$ cat config.mk
export PLATFORM = sky130hd
export DESIGN_NAME = alu_ctrl_decoder_flat
export DESIGN_NICKNAME = d
export VERILOG_FILES = /design/src/rtl/alu_ctrl_decoder_if.sv /design/src/rtl/alu_ctrl_decoder.sv /design/src/flat_wrapper.sv
export SDC_FILE = /design/constraint.sdc
export NUM_CORES = 1
export LEC_CHECK = 0
export ABC_AREA = 1
export CAP_MARGIN = 20
export CORE_MARGIN = 2
export CORE_UTILIZATION = 40
export DETAILED_ROUTE_END_ITERATION = 10
export DONT_BUFFER_PORTS = 1
export PLACE_DENSITY_LB_ADDON = 0.1
export SETUP_SLACK_MARGIN = 0.2
export SYNTH_ARGS = -nofsm -noshare
export SYNTH_HDL_FRONTEND = slang
export SYNTH_SLANG_ARGS = --single-unit
export TNS_END_PERCENT = 20
$ cat constraint.sdc
create_clock -name clk -period 4.3 [get_ports clk]
set_input_delay 1.075 -clock clk [delete_from_list [all_inputs] [get_ports clk]]
set_output_delay 1.075 -clock clk [all_outputs]
set_load 0.03 [all_outputs]
$ cat src/rtl/alu_ctrl_decoder_if.sv
// -----------------------------------------------------------------------------
// alu_ctrl_decoder_if
// Bundles the instruction-side handshake, the decoded-output handshake and the
// pipeline flush of alu_ctrl_decoder.
//   master : upstream/downstream environment (drives instr side, out_ready, flush)
//   slave  : the decoder itself
// Signals:
//   flush                      synchronous discard of all held entries
//   instr_valid / instr_ready  instruction handshake
//   instr, instr_pc            RV32I instruction word and its PC
//   out_valid / out_ready      decoded-output handshake
//   alu_op_select, alu_mux1_select, alu_mux2_select, alu_pc_select  ALU controls
//   imm, use_imm, pc_out, illegal                                   decoded data
// -----------------------------------------------------------------------------
interface alu_ctrl_decoder_if #(
   parameter int OPERAND_LENGTH = 32,
   parameter int PC_LENGTH      = 32
);
   logic                      flush;
   logic                      instr_valid;
   logic                      instr_ready;
   logic [31:0]               instr;
   logic [PC_LENGTH-1:0]      instr_pc;
   logic                      out_valid;
   logic                      out_ready;
   logic [3:0]                alu_op_select;
   logic                      alu_mux1_select;
   logic [1:0]                alu_mux2_select;
   logic                      alu_pc_select;
   logic [OPERAND_LENGTH-1:0] imm;
   logic                      use_imm;
   logic [PC_LENGTH-1:0]      pc_out;
   logic                      illegal;

   modport master (
      output flush, instr_valid, instr, instr_pc, out_ready,
      input  instr_ready, out_valid, alu_op_select, alu_mux1_select,
             alu_mux2_select, alu_pc_select, imm, use_imm, pc_out, illegal
   );

   modport slave (
      input  flush, instr_valid, instr, instr_pc, out_ready,
      output instr_ready, out_valid, alu_op_select, alu_mux1_select,
             alu_mux2_select, alu_pc_select, imm, use_imm, pc_out, illegal
   );
endinterface

$ cat src/rtl/alu_ctrl_decoder.sv
// -----------------------------------------------------------------------------
// alu_ctrl_decoder
// Decodes RV32I instruction words into ALU control fields and a sign-extended
// immediate, behind a two-entry (main + skid) valid/ready buffer so the
// upstream sees a registered instr_ready and still gets one instruction per
// cycle when the downstream never stalls.
// Ports:
//   clk    rising-edge clock
//   rst_n  asynchronous active-low reset (clears both entries and all outputs)
//   bus    alu_ctrl_decoder_if.slave: flush, instruction handshake, decoded
//          output handshake and fields. All outputs come straight from flops.
// -----------------------------------------------------------------------------
module alu_ctrl_decoder #(
   parameter int OPERAND_LENGTH = 32,
   parameter int PC_LENGTH      = 32
) (
   input logic               clk,
   input logic               rst_n,
   alu_ctrl_decoder_if.slave bus
);

   // Width used to sign-extend a 32-bit immediate before fitting it.
   localparam int IMM_W = (OPERAND_LENGTH > 32) ? OPERAND_LENGTH : 32;

   localparam logic [6:0] OPC_OP     = 7'b0110011;
   localparam logic [6:0] OPC_OP_IMM = 7'b0010011;
   localparam logic [6:0] OPC_BRANCH = 7'b1100011;
   localparam logic [6:0] OPC_LOAD   = 7'b0000011;
   localparam logic [6:0] OPC_STORE  = 7'b0100011;
   localparam logic [6:0] OPC_JALR   = 7'b1100111;
   localparam logic [6:0] OPC_JAL    = 7'b1101111;
   localparam logic [6:0] OPC_AUIPC  = 7'b0010111;

   typedef enum logic [1:0] {
      ST_EMPTY = 2'd0,
      ST_ONE   = 2'd1,
      ST_TWO   = 2'd2
   } state_t;

   typedef struct packed {
      logic                      illegal;
      logic [3:0]                op;
      logic                      mux1;
      logic [1:0]                mux2;
      logic                      pc_sel;
      logic                      use_imm;
      logic [OPERAND_LENGTH-1:0] imm;
      logic [PC_LENGTH-1:0]      pc;
   } entry_t;

   // ---------------------------------------------------------------------------
   // Immediate helpers (32-bit RV32I formats)
   // ---------------------------------------------------------------------------
   function automatic logic [31:0] imm_i(input logic [31:0] w);
      return {{20{w[31]}}, w[31:20]};
   endfunction

   function automatic logic [31:0] imm_s(input logic [31:0] w);
      return {{20{w[31]}}, w[31:25], w[11:7]};
   endfunction

   function automatic logic [31:0] imm_b(input logic [31:0] w);
      return {{19{w[31]}}, w[31], w[7], w[30:25], w[11:8], 1'b0};
   endfunction

   function automatic logic [31:0] imm_u(input logic [31:0] w);
      return {w[31:12], 12'h000};
   endfunction

   function automatic logic [31:0] imm_j(input logic [31:0] w);
      return {{11{w[31]}}, w[31], w[19:12], w[20], w[30:21], 1'b0};
   endfunction

   // Sign-extends from bit 31 when the operand is wider, keeps LSBs when narrower.
   function automatic logic [OPERAND_LENGTH-1:0] fit_imm(input logic [31:0] v);
      logic [IMM_W-1:0] t;
      t = {{(IMM_W - 31){v[31]}}, v[30:0]};
      return t[OPERAND_LENGTH-1:0];
   endfunction

   // Returns {legal, mux2[1:0], op[3:0]} for OP (is_reg=1) / OP-IMM (is_reg=0).
   // OP-IMM ignores funct7 except on shifts, where it holds the shift type.
   function automatic logic [6:0] alu_fields(input logic [2:0] f3,
                                             input logic [6:0] f7,
                                             input logic       is_reg);
      logic       f7_zero;
      logic       f7_alt;
      logic       f7_ok;
      logic [6:0] r;
      f7_zero = (f7 == 7'b0000000);
      f7_alt  = (f7 == 7'b0100000);
      f7_ok   = f7_zero || !is_reg;
      r       = 7'b0000000;
      case (f3)
         3'b000: begin
            if (!is_reg || f7_zero) begin
               r = {1'b1, 2'b00, 4'b0000};
            end else if (f7_alt) begin
               r = {1'b1, 2'b00, 4'b1000};
            end else begin
               r = 7'b0000000;
            end
         end
         3'b001: r = f7_zero ? {1'b1, 2'b10, 4'b0011} : 7'b0000000;
         3'b010: r = f7_ok   ? {1'b1, 2'b11, 4'b0011} : 7'b0000000;
         3'b011: r = f7_ok   ? {1'b1, 2'b11, 4'b0111} : 7'b0000000;
         3'b100: r = f7_ok   ? {1'b1, 2'b01, 4'b0100} : 7'b0000000;
         3'b101: begin
            if (f7_zero) begin
               r = {1'b1, 2'b10, 4'b0001};
            end else if (f7_alt) begin
               r = {1'b1, 2'b10, 4'b0111};
            end else begin
               r = 7'b0000000;
            end
         end
         3'b110: r = f7_ok   ? {1'b1, 2'b01, 4'b0110} : 7'b0000000;
         3'b111: r = f7_ok   ? {1'b1, 2'b01, 4'b0111} : 7'b0000000;
         default: r = 7'b0000000;
      endcase
      return r;
   endfunction

   // Returns {legal, op[3:0]} for the BRANCH comparator.
   function automatic logic [4:0] branch_fields(input logic [2:0] f3);
      logic [4:0] r;
      case (f3)
         3'b000:  r = {1'b1, 4'b0000};
         3'b001:  r = {1'b1, 4'b0001};
         3'b100:  r = {1'b1, 4'b0011};
         3'b101:  r = {1'b1, 4'b0010};
         3'b110:  r = {1'b1, 4'b0111};
         3'b111:  r = {1'b1, 4'b0110};
         default: r = 5'b00000;
      endcase
      return r;
   endfunction

   // ---------------------------------------------------------------------------
   // Signals
   // ---------------------------------------------------------------------------
   state_t     state_r;
   state_t     state_s;
   logic       instr_ready_r;
   logic       out_valid_r;
   entry_t     main_r;
   entry_t     skid_r;
   entry_t     dec_s;
   logic [6:0] alu_s;
   logic [4:0] br_s;
   logic       accept_s;
   logic       drain_s;
   logic       load_main_dec_s;
   logic       load_main_skid_s;
   logic       load_skid_s;
   logic [6:0] opcode_s;
   logic [2:0] funct3_s;
   logic [6:0] funct7_s;

   assign opcode_s = bus.instr[6:0];
   assign funct3_s = bus.instr[14:12];
   assign funct7_s = bus.instr[31:25];
   assign accept_s = bus.instr_valid && instr_ready_r;
   assign drain_s  = out_valid_r && bus.out_ready;

   // Decode the offered instruction into a buffer entry.
   always_comb begin
      dec_s    = '0;
      dec_s.pc = bus.instr_pc;
      alu_s    = 7'b0000000;
      br_s     = 5'b00000;
      case (opcode_s)
         OPC_OP: begin
            alu_s = alu_fields(funct3_s, funct7_s, 1'b1);
            if (alu_s[6]) begin
               dec_s.mux2 = alu_s[5:4];
               dec_s.op   = alu_s[3:0];
            end else begin
               dec_s.illegal = 1'b1;
            end
         end
         OPC_OP_IMM: begin
            alu_s = alu_fields(funct3_s, funct7_s, 1'b0);
            if (alu_s[6]) begin
               dec_s.mux2    = alu_s[5:4];
               dec_s.op      = alu_s[3:0];
               dec_s.use_imm = 1'b1;
               dec_s.imm     = fit_imm(imm_i(bus.instr));
            end else begin
               dec_s.illegal = 1'b1;
            end
         end
         OPC_BRANCH: begin
            br_s = branch_fields(funct3_s);
            if (br_s[4]) begin
               dec_s.mux2   = 2'b11;
               dec_s.mux1   = 1'b1;
               dec_s.pc_sel = 1'b1;
               dec_s.op     = br_s[3:0];
               dec_s.imm    = fit_imm(imm_b(bus.instr));
            end else begin
               dec_s.illegal = 1'b1;
            end
         end
         OPC_LOAD, OPC_JALR: begin
            dec_s.use_imm = 1'b1;
            dec_s.imm     = fit_imm(imm_i(bus.instr));
         end
         OPC_STORE: begin
            dec_s.use_imm = 1'b1;
            dec_s.imm     = fit_imm(imm_s(bus.instr));
         end
         OPC_AUIPC: begin
            dec_s.use_imm = 1'b1;
            dec_s.pc_sel  = 1'b1;
            dec_s.imm     = fit_imm(imm_u(bus.instr));
         end
         OPC_JAL: begin
            dec_s.use_imm = 1'b1;
            dec_s.pc_sel  = 1'b1;
            dec_s.imm     = fit_imm(imm_j(bus.instr));
         end
         default: begin
            dec_s.illegal = 1'b1;
         end
      endcase
   end

   // Buffer occupancy next-state and entry load enables; flush overrides all.
   always_comb begin
      state_s          = state_r;
      load_main_dec_s  = 1'b0;
      load_main_skid_s = 1'b0;
      load_skid_s      = 1'b0;
      if (bus.flush) begin
         state_s = ST_EMPTY;
      end else begin
         case (state_r)
            ST_EMPTY: begin
               if (accept_s) begin
                  state_s         = ST_ONE;
                  load_main_dec_s = 1'b1;
               end else begin
                  state_s = ST_EMPTY;
               end
            end
            ST_ONE: begin
               if (accept_s && drain_s) begin
                  state_s         = ST_ONE;
                  load_main_dec_s = 1'b1;
               end else if (accept_s) begin
                  state_s     = ST_TWO;
                  load_skid_s = 1'b1;
               end else if (drain_s) begin
                  state_s = ST_EMPTY;
               end else begin
                  state_s = ST_ONE;
               end
            end
            ST_TWO: begin
               // instr_ready is low here, so only a drain can happen.
               if (drain_s) begin
                  state_s          = ST_ONE;
                  load_main_skid_s = 1'b1;
               end else begin
                  state_s = ST_TWO;
               end
            end
            default: begin
               state_s = ST_EMPTY;
            end
         endcase
      end
   end

   // State register plus registered handshake outputs derived from next state.
   always_ff @(posedge clk or negedge rst_n) begin
      if (!rst_n) begin
         state_r       <= ST_EMPTY;
         instr_ready_r <= 1'b0;
         out_valid_r   <= 1'b0;
      end else begin
         state_r       <= state_s;
         instr_ready_r <= (state_s != ST_TWO);
         out_valid_r   <= (state_s != ST_EMPTY);
      end
   end

   // Main and skid entry storage.
   always_ff @(posedge clk or negedge rst_n) begin
      if (!rst_n) begin
         main_r <= '0;
         skid_r <= '0;
      end else begin
         if (load_main_dec_s) begin
            main_r <= dec_s;
         end else if (load_main_skid_s) begin
            main_r <= skid_r;
         end else begin
            main_r <= main_r;
         end
         if (load_skid_s) begin
            skid_r <= dec_s;
         end else begin
            skid_r <= skid_r;
         end
      end
   end

   assign bus.instr_ready     = instr_ready_r;
   assign bus.out_valid       = out_valid_r;
   assign bus.alu_op_select   = main_r.op;
   assign bus.alu_mux1_select = main_r.mux1;
   assign bus.alu_mux2_select = main_r.mux2;
   assign bus.alu_pc_select   = main_r.pc_sel;
   assign bus.imm             = main_r.imm;
   assign bus.use_imm         = main_r.use_imm;
   assign bus.pc_out          = main_r.pc;
   assign bus.illegal         = main_r.illegal;

endmodule

$ cat src/flat_wrapper.sv
// flat-port wrapper written by rule: the top's interface ports become plain ports
module alu_ctrl_decoder_flat 
#(
   parameter int OPERAND_LENGTH = 32,
   parameter int PC_LENGTH      = 32
)
  (clk, rst_n, bus_flush, bus_instr_valid, bus_instr, bus_instr_pc, bus_out_ready, bus_instr_ready, bus_out_valid, bus_alu_op_select, bus_alu_mux1_select, bus_alu_mux2_select, bus_alu_pc_select, bus_imm, bus_use_imm, bus_pc_out, bus_illegal);
  alu_ctrl_decoder_if #(.OPERAND_LENGTH(OPERAND_LENGTH), .PC_LENGTH(PC_LENGTH)) bus_i ();
  input logic clk;
  input logic rst_n;
  input wire logic [$bits(bus_i.flush)-1:0] bus_flush;
  input wire logic [$bits(bus_i.instr_valid)-1:0] bus_instr_valid;
  input wire logic [$bits(bus_i.instr)-1:0] bus_instr;
  input wire logic [$bits(bus_i.instr_pc)-1:0] bus_instr_pc;
  input wire logic [$bits(bus_i.out_ready)-1:0] bus_out_ready;
  output wire logic [$bits(bus_i.instr_ready)-1:0] bus_instr_ready;
  output wire logic [$bits(bus_i.out_valid)-1:0] bus_out_valid;
  output wire logic [$bits(bus_i.alu_op_select)-1:0] bus_alu_op_select;
  output wire logic [$bits(bus_i.alu_mux1_select)-1:0] bus_alu_mux1_select;
  output wire logic [$bits(bus_i.alu_mux2_select)-1:0] bus_alu_mux2_select;
  output wire logic [$bits(bus_i.alu_pc_select)-1:0] bus_alu_pc_select;
  output wire logic [$bits(bus_i.imm)-1:0] bus_imm;
  output wire logic [$bits(bus_i.use_imm)-1:0] bus_use_imm;
  output wire logic [$bits(bus_i.pc_out)-1:0] bus_pc_out;
  output wire logic [$bits(bus_i.illegal)-1:0] bus_illegal;
  assign bus_i.flush = bus_flush;
  assign bus_i.instr_valid = bus_instr_valid;
  assign bus_i.instr = bus_instr;
  assign bus_i.instr_pc = bus_instr_pc;
  assign bus_i.out_ready = bus_out_ready;
  assign bus_instr_ready = bus_i.instr_ready;
  assign bus_out_valid = bus_i.out_valid;
  assign bus_alu_op_select = bus_i.alu_op_select;
  assign bus_alu_mux1_select = bus_i.alu_mux1_select;
  assign bus_alu_mux2_select = bus_i.alu_mux2_select;
  assign bus_alu_pc_select = bus_i.alu_pc_select;
  assign bus_imm = bus_i.imm;
  assign bus_use_imm = bus_i.use_imm;
  assign bus_pc_out = bus_i.pc_out;
  assign bus_illegal = bus_i.illegal;
  alu_ctrl_decoder #(.OPERAND_LENGTH(OPERAND_LENGTH), .PC_LENGTH(PC_LENGTH)) u_core (.clk(clk), .rst_n(rst_n), .bus(bus_i));
endmodule
# [Yosys cells after proc, flatten, opt, wreduce, memory -nomap -nowiden]
# Index checks and enable logic that the tools add are counted.
[classes] n_eq_ne=19 muxes=52 reduce_logical=11
[ops] operator="$pmux 32 s6" n=1
[ops] operator="$mux 74" n=2
[ops] operator="$pmux 7 s8" n=2
[ops] operator="$mux 7" n=12
[ops] operator="$mux 33" n=1
[ops] operator="$mux 32" n=1
[ops] operator="$pmux 5 s6" n=1
[ops] operator="$eq 7x6->1 const B" n=3
[ops] operator="$eq 7x7->1 const B" n=3
[ops] operator="$mux 1" n=15
[ops] operator="$eq 7x5->1 const B" n=2
[ops] operator="$eq 3x3->1 const B" n=4
[ops] operator="$mux 2" n=6
[ops] operator="$pmux 2 s3" n=2
[ops] operator="$pmux 4 s3" n=1
[ops] operator="$mux 4" n=2
[ops] operator="$mux 8" n=1
[ops] operator="$eq 7x2->1 const B" n=1
[ops] operator="$logic_not 7->1" n=1
[ops] operator="$eq 3x2->1 const B" n=2
[ops] operator="$pmux 1 s2" n=3
[ops] operator="$mux 5" n=1
[ops] operator="$reduce_or 5->1" n=1
[ops] operator="$pmux 1 s4" n=1
[ops] operator="other kinds (9)" n=13
[word_totals] regBits=152 input_bits=69 output_inout_bits=76 wordCells=101

# [Logic depth before layout (Yosys ltp)]
[logic_depth] word_depth=8 mapped_depth=14 mapped_depth_nobuf=13

# [Least setup slack after synthesis]
# OpenSTA, ideal clock, no wires.
[synth_timing] path_type="input to register" startpoint="input bus_out_ready" endpoint="register u_core.main_r (netlist bit u_core.bus.imm[25])" setup_time_ps=113 arrival_ps=2312 t_required_ps=4187 setup_slack_ps=1875 cell_stages=11 path_buffers=2 cell_sequence="nand2_1 > inv_1 > ha_1 > inv_1 > o21ai_1 > nand2_1 > buf_2 > clkbuf_1 > nand3_1 > nand2_1 > inv_1"
[synth_between] elab_chain_len=6 word_cells_on_any_way=10 classes_between="mux (7); reduce/logical (3)"
[synth_rtl] item="start, declared" line_no="flat_wrapper.sv:15" text="input wire logic [$bits(bus_i.out_ready)-1:0] bus_out_ready;"
[synth_rtl] item="$logic_and 1x1->1 (*)" line_no="alu_ctrl_decoder.sv:164" text="assign drain_s = out_valid_r && bus.out_ready;"
[synth_rtl] item="$logic_and 1x1->1" line_no="alu_ctrl_decoder.sv:248" text="if (accept_s && drain_s) begin"
[synth_rtl] item="$mux 1" line_no="alu_ctrl_decoder.sv:248"
[synth_rtl] item="$pmux 1 s2" line_no="alu_ctrl_decoder.sv:238" text="case (state_r)"
[synth_rtl] item="$mux 1" line_no="alu_ctrl_decoder.sv:235" text="if (bus.flush) begin"
[synth_rtl] item="$mux 74 / $reduce_bool 2->1 (equally long branches)"
[synth_rtl] item="end signal, assigned" line_no="alu_ctrl_decoder.sv:296" text="main_r <= dec_s;"
[synth_rtl] item="end signal, assigned" line_no="alu_ctrl_decoder.sv:298" text="main_r <= skid_r;"
[synth_rtl] item="end signal, assigned" line_no="alu_ctrl_decoder.sv:300" text="main_r <= main_r;"
[synth_rtl] item="end, declared" line_no="alu_ctrl_decoder.sv:146" text="entry_t main_r;"
# Mark *: on every way between the ends. The rest lies on a longest branch, timed or not.
# A chain may end at the register's enable or synchronous reset.

# [Worst setup path after layout]
[layout_timing] startpoint="input bus_out_ready" endpoint="register u_core.main_r (netlist bit u_core.bus.alu_op_select[2])"
# Same word-level chain as after synthesis.

==> metrics.log <==
[metrics] post-detail-place hpwl: between 10 and 15 mm
[metrics] run status: complete, no violations
[metrics] ANT nets after route: 0
[metrics] Leakage Power: 4.35 nW
[metrics] via/cell ratio: 4.97
[metrics] worst hold-check path type: input pin to asynchronous set/reset pin
[metrics] proportion of power drawn by combinational gates: 13.9%
[metrics] count of final setup violators: 0
[metrics] clock tree from TritonCTS: built
[metrics] weighted congestion at the end of routability-driven global placement: 0.857
[metrics] post-synthesis instance area: 7850 sq um
[metrics] Synth Flop Type: sky130_fd_sc_hd__dfrtp_1
[metrics] number of buffers between clock root and the deepest sink: 2
[metrics] Nets: roughly 1.1k
[metrics] global-route wire length before repair: 32.8 mm
[metrics] global-route total usage across every layer: 20.3%
[metrics] cts bufs inserted: 17
[metrics] FF/Latch Area: 3800 sq um
[metrics] setup repair after global routing missed its margin: false
[metrics] number of hold violations in the final report: 0
[metrics] clock-pin slew reported for the worst setup and hold paths after clock tree synthesis: 0.06 ns
[metrics] cell internal power dissipation: 2.97 mW
[metrics] Post-synth ARST share: 100%
[metrics] share of the synthesized area in the top cell type: 48.4%
[metrics] overall power of the completed layout: 4.55 mW
[metrics] clock insertion delay at the later pin of the skew report: 0.41 ns
[metrics] r2r setup slk: around 1.5 ns
[metrics] antenna violations before repair: 0
[metrics] dominant cells by area after synthesis: sky130_fd_sc_hd__dfrtp_1, sky130_fd_sc_hd__nand2_1, sky130_fd_sc_hd__nand3_1, sky130_fd_sc_hd__inv_1, sky130_fd_sc_hd__o21ai_0
[metrics] wire length after detailed routing: slightly above 20 mm
[metrics] number of DRC markers after the initial detailed-route iteration: roughly 320
[metrics] I/O pins: between 100 and 150
[metrics] reported net switching power: 1.58 mW
[metrics] Fmax: around 0.35 GHz
[metrics] overall die height: 144 um
[metrics] arrival time at the worst endpoint: around 3.1 ns
[metrics] actual transition at the worst max-transition pin: between 0.8 and 0.9 ns
[metrics] maximum VDD drop: 0.000284 V
[metrics] net switching fraction of the power: 34.7%
[metrics] maximum number of pins on one net before global-route repair: 153
[metrics] instance count of the mapped netlist: 1,049
[metrics] root buffer cell: sky130_fd_sc_hd__clkbuf_16
[metrics] residual overflow from global routing: 0
[metrics] Row Count: 51
[metrics] number of global-route vias before repair: 6,117
[metrics] destination of the critical timing path: u_core.bus.alu_op_select[2]
[metrics] Die Width: 144 um
[metrics] routed length per placed instance: ~16 um
[metrics] final critical path time including I/O delays and setup: approximately 2.8 ns
[metrics] worst setup margin: between 1 and 1.5 ns
[metrics] element type at the critical path end: register
[metrics] H-tree depth: 4
[metrics] largest clock skew in the final design: between 0.008 and 0.009 ns
[metrics] post-route DRC violation count: 0
[metrics] area inside the core boundary: 19,300 sq um
[metrics] maximum fanout count along the critical path: 55
[metrics] Total Negative Setup Slacks: 0 ns
[metrics] post-cts resize count: 0
[metrics] number of input and output port buffers inserted: 0
[metrics] FF-to-FF Start: u_core.bus.out_valid
[metrics] number of storage elements in the synthesis netlist: about 150
[metrics] Initial DRT Pass Iterations: 5
[metrics] filler instances: 2,040
[metrics] reg-to-reg critical path endpoint: u_core.bus.alu_op_select[2]
[metrics] final-report max-slew violation count: 0
[metrics] Post-Synthesis Net Count: 1,120
[metrics] share of the clock period used by the worst path: approximately two thirds
[metrics] Die ar.: just over 20,000 sq um
[metrics] TritonCTS Sinks: 152
[metrics] fraction of power consumed by the clock network: 32.4%
[metrics] Cell variety after synth: 34
[metrics] total via count after detailed routing: 6,415
[metrics] relative contribution of sequential cells to total power: between 50% and 60%
[metrics] post-CTS repair timing setup buffer count: 0
[metrics] hold buffer count at CTS: 0
[metrics] Place WS: 1.00 ns
[metrics] depth of the worst register-to-register path: 10
[metrics] layout cell share with drive strength beyond 1: 7.12%
[metrics] Slew headroom: 45.3%
[metrics] CP startpoint: bus_out_ready
[metrics] PD cells: 532 nW/um^2
[metrics] category of the critical setup timing path: input pin to register
[metrics] area of combinational cells with multiple inputs: between 3000 and 4000 sq um
[metrics] number of diodes: 0
[metrics] yosys warns: 0
[metrics] kind of start point of the critical path: input pin
[metrics] area post-placement: ~8000 sq um
[metrics] mean instance size in the synthesized netlist: 7.49 sq um
[metrics] Maximum Capacitance Violations: 0
[metrics] library cell occupying the most area in the post-synthesis netlist: sky130_fd_sc_hd__dfrtp_1
[metrics] final non-filler cell area: 8540 sq um
[metrics] share of the yosys chip area belonging to registers: about half
[metrics] initial core utilization: 40.6%
[metrics] EDFF count, synth: 0
[metrics] area growth from synthesis to layout: 8.80%
[metrics] endpoint required time on the critical path: approximately 4.6 ns
-- routing by layer --
metal	track usage [%]	up-vias	routed length [um]
li1	-	3258	-
met1	27.5	2963	9410
met2	31.0	168	8780
met3	6.29	26	1610
met4	6.40	0	410
met5	0	-	0
-- logic make-up after synthesis --
logic type               count (synthesis)  synth area share [%]
AO/OA/AOI/OAI                          145                  10.5
buffers and inverters                  174                  9.26
adder cells (fa/ha/maj)                  2                 0.319
flip-flops                             152                  48.4
AND/OR/NAND/NOR                        576                  31.4
-- synthesized netlist by cell type, types with 2 or more instances --
master and number:
sky130_fd_sc_hd__inv_1 108, sky130_fd_sc_hd__nand2_4 3, sky130_fd_sc_hd__nand3_1 113, sky130_fd_sc_hd__nand2_2 7, sky130_fd_sc_hd__nor2_4 7, sky130_fd_sc_hd__a21oi_1 15
sky130_fd_sc_hd__a31oi_1 13, sky130_fd_sc_hd__buf_2 20, sky130_fd_sc_hd__nand2_1 341, sky130_fd_sc_hd__nor2_1 86, sky130_fd_sc_hd__nand3_2 4, sky130_fd_sc_hd__inv_2 6
sky130_fd_sc_hd__buf_6 5, sky130_fd_sc_hd__nor3_1 5, sky130_fd_sc_hd__a22o_1 9, sky130_fd_sc_hd__o21bai_1 9, sky130_fd_sc_hd__nor2_2 3, sky130_fd_sc_hd__o21ai_0 74
sky130_fd_sc_hd__o211ai_1 7, sky130_fd_sc_hd__ha_1 2, sky130_fd_sc_hd__dfrtp_1 152, sky130_fd_sc_hd__nand4_1 4, sky130_fd_sc_hd__clkbuf_1 28, sky130_fd_sc_hd__buf_1 3
sky130_fd_sc_hd__o21ai_1 15, sky130_fd_sc_hd__buf_4 2
-- cell type report --
class / count / share of cell area, %
Timing Repair Buffer: 6 / 0.674
Clock inverter: 11 / 1.45
Tap cell: 265 / 3.88
Multi-Input combinational cell: 723 / 39.1
Clock buffer: 19 / 5.30
Sequential cell: 152 / 44.5
Inverter: 115 / 5.08
-- critical path, stage by stage --
cell                       delay, ns
sky130_fd_sc_hd__nand2_1        0.07
sky130_fd_sc_hd__inv_1          0.10
sky130_fd_sc_hd__ha_1           0.14
sky130_fd_sc_hd__inv_1          0.04
sky130_fd_sc_hd__o21ai_1        0.20
sky130_fd_sc_hd__nand2_4        0.36
sky130_fd_sc_hd__inv_1          0.76
sky130_fd_sc_hd__nand4_1        0.19
sky130_fd_sc_hd__o211ai_1       0.12
sky130_fd_sc_hd__nand2_1        0.07
-- through the flow --
step | cells | hold WS [ns] | utilization [%]
2_1_floorplan | 1049 | 0.449 | -
3_5_place_dp | 1261 | 0.465 | 41.2
3_3_place_gp | 1261 | 0.462 | 41.2
5_1_grt | 1291 | 0.324 | 44.2
4_1_cts | 1291 | 0.335 | 44.2
6_report | 1291 | 0.353 | 44.2
-- power by group through the flow --
stage | Clock, mW | Sequential, mW | Combinational (mW)
floorplan | 0 | 2.39 | 0.549
global placement | 0 | 2.46 | 0.625
detailed placement | 0 | 2.48 | 0.640
CTS | 1.52 | 2.45 | 0.644
global route | 1.58 | 2.50 | 0.766
finish | 1.47 | 2.44 | 0.631
-- how the worst min path moves through the flow --
stage	to	depth (start not counted)	slack, ns	startpoint
floorplan	u_core.skid_r[0]	2	0.45	u_core.skid_r[0]
global placement	u_core.skid_r[42]	2	0.46	u_core.skid_r[42]
detailed placement	u_core.skid_r[39]	2	0.47	u_core.skid_r[39]
CTS	u_core.bus.pc_out[26]	0	0.34	rst_n
global route	u_core.skid_r[26]	0	0.32	rst_n
finish	u_core.bus.pc_out[26]	0	0.35	rst_n
-- state kept, by name, indices dropped and copies added, names as in the netlist, 2 cells and up --
signal and flops:
u_core.skid_r 74, u_core.bus.alu_op_select 4, u_core.bus.imm 32, u_core.bus.alu_mux2_select 2, u_core.bus.pc_out 32, u_core.state_r 2
-- layout by cell type (no fill, tap or decap), drive strengths merged, types with 3 or more instances in the layout --
cell type	instances
nand2	351
nand3	118
clkinv	4
nor3	6
o21bai	9
clkinvlp	3
o211ai	7
buf	6
nand4	4
nor2	96
clkbuf	19
a31oi	14
a22o	9
o21ai	89
a21oi	15
dfrtp	152
inv	117
(Power assumes the default switching activity.)
